File: src/rtl/fetch_ctrl.sv
// Fetch-stage sequencer: issues one instruction-memory request per instruction,
// waits for completion and hands the word to decode with a valid/stall handshake.
module fetch_ctrl #(
  parameter logic [15:0] RESET_PC  = 16'h0000,
  parameter logic [15:0] NOP_INSTR = 16'h0800
) (
  input  logic        clk,
  input  logic        rst,
  output logic        imem_req,
  output logic [15:0] imem_addr,
  input  logic        imem_stall,
  input  logic        imem_done,
  input  logic [15:0] imem_rdata,
  input  logic        stall_in,
  input  logic        redirect_valid,
  input  logic [15:0] redirect_pc,
  input  logic        halt_in,
  output logic [15:0] instr_out,
  output logic [15:0] pc_out,
  output logic [15:0] pc_plus2,
  output logic        instr_valid,
  output logic        halted,
  output logic        err
);

  localparam int unsigned AW = 16;
  localparam logic [AW-1:0] PC_MASK = 16'hFFFE;
  localparam logic [AW-1:0] PC_STEP = 16'd2;

  typedef enum logic [2:0] {
    S_REQ,
    S_WAIT,
    S_HOLD,
    S_DRAIN,
    S_HALT
  } state_t;

  state_t        state;
  logic [AW-1:0] pc;
  logic [AW-1:0] target;
  logic          done_unexpected;

  // Instruction addresses are halfword aligned; bit 0 is dropped on every load.
  assign target          = redirect_pc & PC_MASK;
  assign imem_req        = (state == S_REQ);
  assign imem_addr       = pc;
  assign pc_plus2        = AW'(pc_out + PC_STEP);
  assign done_unexpected = imem_done &&
                           (state == S_REQ || state == S_HOLD || state == S_HALT);

  always_ff @(posedge clk) begin
    if (!rst) begin
      state       <= S_REQ;
      pc          <= RESET_PC & PC_MASK;
      instr_out   <= NOP_INSTR;
      pc_out      <= RESET_PC;
      instr_valid <= 1'b0;
      halted      <= 1'b0;
      err         <= 1'b0;
    end else begin
      err <= done_unexpected;
      case (state)
        S_REQ: begin
          if (redirect_valid) begin
            pc          <= target;
            instr_valid <= 1'b0;
            instr_out   <= NOP_INSTR;
            // An access accepted this cycle must still be drained.
            if (!imem_stall) state <= S_DRAIN;
          end else if (!imem_stall) begin
            state <= S_WAIT;
          end
        end
        S_WAIT: begin
          if (redirect_valid) begin
            pc          <= target;
            instr_valid <= 1'b0;
            instr_out   <= NOP_INSTR;
            state       <= imem_done ? S_REQ : S_DRAIN;
          end else if (imem_done) begin
            instr_out   <= imem_rdata;
            pc_out      <= pc;
            instr_valid <= 1'b1;
            pc          <= AW'(pc + PC_STEP);
            state       <= S_HOLD;
          end
        end
        S_HOLD: begin
          if (redirect_valid) begin
            pc          <= target;
            instr_valid <= 1'b0;
            instr_out   <= NOP_INSTR;
            state       <= S_REQ;
          end else if (!stall_in) begin
            instr_valid <= 1'b0;
            instr_out   <= NOP_INSTR;
            if (halt_in) begin
              halted <= 1'b1;
              state  <= S_HALT;
            end else begin
              state <= S_REQ;
            end
          end
        end
        S_DRAIN: begin
          // Redirect wins over a same-cycle completion, so draining continues.
          if (redirect_valid) begin
            pc          <= target;
            instr_valid <= 1'b0;
            instr_out   <= NOP_INSTR;
          end else if (imem_done) begin
            state <= S_REQ;
          end
        end
        S_HALT: begin
          state <= S_HALT;
        end
        default: begin
          state <= S_REQ;
        end
      endcase
    end
  end

endmodule

File: config.mk
export PLATFORM = sky130hd
export DESIGN_NAME = fetch_ctrl
export DESIGN_NICKNAME = d
export VERILOG_FILES = /design/src/rtl/fetch_ctrl.sv
export SDC_FILE = /design/constraint.sdc
export NUM_CORES = 1
export LEC_CHECK = 0
export ABC_CLOCK_PERIOD_IN_PS = 1800
export CAP_MARGIN = 10
export CORE_MARGIN = 2
export CORE_UTILIZATION = 44
export DETAILED_ROUTE_END_ITERATION = 10
export GPL_ROUTABILITY_DRIVEN = 0
export PLACE_DENSITY = 0.81
export SLEW_MARGIN = 20
export SYNTH_ARGS = -nofsm -noshare
export SYNTH_HDL_FRONTEND = slang
export SYNTH_SLANG_ARGS = --single-unit
File: constraint.sdc
create_clock -name clk -period 1.8 [get_ports clk]
set_input_delay 0.36 -clock clk [delete_from_list [all_inputs] [get_ports clk]]
set_output_delay 0.36 -clock clk [all_outputs]
set_load 0.01 [all_outputs]
==> impl_metrics.toml, run 1 <==
[outcome]
status = "complete, but fails checks"
violations = "negative setup slack"

[placed_design]
place_area_mm2 = 0.00405
dp_cells = 533
numPortBuffers = 102
dp_hpwl_mm = 5.47

[power_and_ir_drop]
pwr_density_cell_mw_per_mm2 = 610
p_sw_uw = 698
ir_worst_vdd_uv = 581
p_leak_nw = 1.65
power_frac_seq_pct = 49.5
p_clk_share_pct = 26.5
switching_share_pct = 27.4
intPower_mw = 1.85
power_frac_comb_pct = 24.0

[drt]
wl_per_cell_um = 13.8
viasPerCell = 5.30
ant_nets = 0
firstDrtPassIters = 4
dr_total_vias = 2896
drtIter0Drc = 260
wirelength_mm = 7.54
drc = 0

[sta]
slew_viol_final = 0
min_period_ns = 2.03
finalSetupViolCount = 7
skew_ns = 0.00890
worst_slack_ns = -0.226
max_freq_mhz = 494
hold_viol_final = 0
rsz0062_at_grt = "true"
fin_crit_sh_pct = 113

[clocking]
clkLatencyLatePin_ns = 0.30
cts-buffers-inserted = 5
cts_tree = "yes"
holdBufCountCts = 0
clock_sinks = 52
cts_root_buffer = "clkbuf_8"
clock_path_buffers = 2
clk_pin_slew_ns = 0.09
cts_max_level = 2

[synthesis]
ys_seq_area_share_pct = 38.4
synth-warning-count = 0
synth_area_mm2 = 0.00271
yosys.area_share.simple_pct = 26.3
async_flop_share_pct = 0
ys.flop_type = "dfxtp_1"
synth_largest_area_cell = "dfxtp_1"
synth_cell_type_count = 47
synth_top_family_by_area = "simple AND/OR/NAND/NOR gates"
avgSynthCellArea_um2 = 8.17
synth_common_cells = "52 x dfxtp_1, 50 x nand2_1, 43 x nand3_1"
synth_edf_count = 0
synth.area.top_cells = "dfxtp_1 38%, nand3_1 7.9%, nand2_1 6.9%, nor2_1 3.5%, a21boi_1 3.3%"
synth.ff_latch_count = 52
synth_top_area_share_pct = 38.4
syn_inst = 332
synth-compound-area-share_pct = 20.9
synth_xor_area_share_pct = 4.52
synthAdderAreaFrac_pct = 0.923
yosysMostFrequentCell = "dfxtp_1"
synthMuxAreaShare_pct = 0.831

[worst_setup_path]
r2r_slack_ns = 0.13
timing.rr.end = "pc_out[12]"
cp.arrival_ns = 1.67
required_ns = 1.44
reg2regPathDepth = 5
crit_fanout = 2
endpoint_kind = "output pin"
start_kind = "flop"
cp-startpoint = "pc_out[1]"
criticalPathCategory = "flop to output pin"
r2r_start = "state[1]"

[worst_hold_path]
min_path_type = "input port to flop"
hold_depth = 3
hold_end = "imem_addr[5]"
min_from = "rst"

[cells_and_area]
n_antenna_cell = 0
final_area_mm2 = 0.00418
final_util_pct = 70.2
num-nets-final = 511
final_layout_size_suffix_gt1_share_pct = 20.4
syn_to_final_growth_pct = 54.2
finalNonFillerCells = 546

[grt]
grt_start_max_net_pins = 32
grt-ovfl-total = 0
grt_use_total_pct = 22.2
grt_pass1_wl_mm = 11.8
grt_pass1_vias = 2594
antenna_found_initial = 0

[floorplanning]
dieArea_mm2 = 0.00681
initial_core_util_pct = 45.5
io_pins = 107
coreArea_mm2 = 0.00596
num_rows = 28
die_height_um = 82.5
die_x_um = 82.5

[flow_run]
maxCapViolCount = 0
[worst max-delay path by stage]
stage                    to  slack (ns)  depth (start not counted)
6_report       pc_plus2[13]       -0.23                          8
5_1_grt        pc_plus2[13]       -0.29                          8
4_1_cts        pc_plus2[13]       -0.30                          8
3_5_place_dp   pc_plus2[13]       -0.26                          6
3_3_place_gp   pc_plus2[11]       -0.24                          6
2_1_floorplan  pc_plus2[13]        0.07                          5
[cell type report]
cell class / instances / area, µm²
clock buffer: 8 / 90.1
sequential: 52 / 1040
fill: 476 / 1780
inverter: 7 / 26.3
tap: 75 / 93.8
timing repair buffer: 155 / 1410
multi-input combinational: 249 / 1510
[registers in the layout (all words and copies together), names as in the netlist]
signal and flops:
err 1, pc_out 15, halted 1, imem_addr 15, instr_out 16, state 3, instr_valid 1
[power by group through the flow]
| stage | combinational (mW) | clock [mW] | sequential [mW] |
|---|---|---|---|
| 6_report | 0.612 | 0.677 | 1.26 |
| 4_1_cts | 0.613 | 0.683 | 1.26 |
| 3_3_place_gp | 0.606 | 0 | 1.28 |
| 5_1_grt | 0.662 | 0.736 | 1.27 |
| 2_1_floorplan | 0.300 | 0 | 1.30 |
| 3_5_place_dp | 0.614 | 0 | 1.29 |
[cell usage in the layout, fill, tap and decap left out, types with 3 or more instances in the layout]
master / Yosys / layout
dfxtp_1: 52 / 49
buf_2: 6 / 11
inv_1: 7 / 7
xnor2_1: 10 / 10
a21boi_1: 12 / 12
nand3b_1: 3 / 3
a21oi_1: 14 / 14
a21boi_0: 4 / 4
o21a_1: 4 / 4
o22ai_1: 9 / 9
a22oi_1: 3 / 3
nand4_1: 4 / 4
o21ai_0: 3 / 3
nor2_1: 25 / 22
clkbuf_8: 0 / 6
o31a_1: 5 / 5
o21ai_1: 16 / 16
nor3_1: 7 / 6
clkdlybuf4s50_1: 0 / 86
nand3_1: 43 / 41
dfxtp_2: 0 / 3
xor2_1: 4 / 4
a311oi_1: 3 / 3
buf_12: 0 / 4
conb_1: 1 / 3
nand2_1: 50 / 49
buf_4: 9 / 47
[timing repair]
action / CTS / global route
pin swaps: 9 / 6
resized for setup: 56 / 9
cloned: 0 / 0
setup buffers: 2 / 3
endpoints found under the setup margin: 14 / 15
[through the flow]
step / setup TNS [ns] / total power, mW / hold slack, ns / worst slack [ns]
after floorplan: 0 / 1.60 / 0.473 / 0.0691
after global placement: -3.86 / 1.89 / 0.438 / -0.239
after detailed placement: -5.73 / 1.90 / 0.445 / -0.256
after CTS: -0.805 / 2.56 / 0.428 / -0.296
after global routing: -1.77 / 2.67 / 0.438 / -0.295
final: -0.969 / 2.55 / 0.422 / -0.226
[kinds of logic (layout without fill, tap and decap cells)]
logic type	Yosys count	after routing
and+or+nand+nor	146	146
AOI/OAI and AO/OA	82	82
DFF	52	52
buffers and inverters	33	170
xor gates and xnor gates	14	14
adders and majority gates	2	2
muxes	2	2
other	1	3
[worst max-delay path, stage by stage (launching register included)]
cell     delay (ns)
dfxtp_2        0.36
ha_4           0.14
nand4_1        0.13
nor3_2         0.18
buf_4          0.15
buf_6          0.08
nand3_2        0.05
xnor2_1        0.13
buf_2          0.15
[metal layers]
layer  wire length, µm  vias to the layer above  part of all wire, %  track usage (%)
met5                 0                        -                    0                0
met4               123                        0                  1.6             6.89
met3               570                       14                  7.6             4.78
met2              3770                      128                   50             40.2
met1              3070                     1313                   41             26.0
li1                  -                     1441                    -                -
Note: power is estimated with default switching activity, not from simulation.
==> inputs of run 2 (changes only) <==
--- a/config.mk
+++ b/config.mk
@@ -5,7 +5,6 @@
 export SDC_FILE = /design/constraint.sdc
 export NUM_CORES = 1
 export LEC_CHECK = 0
-export ABC_CLOCK_PERIOD_IN_PS = 1800
 export CAP_MARGIN = 10
 export CORE_MARGIN = 2
 export CORE_UTILIZATION = 44
==> results of run 2 <==
Same layout as run 1: the final DEF is identical, and so are final timing and power.
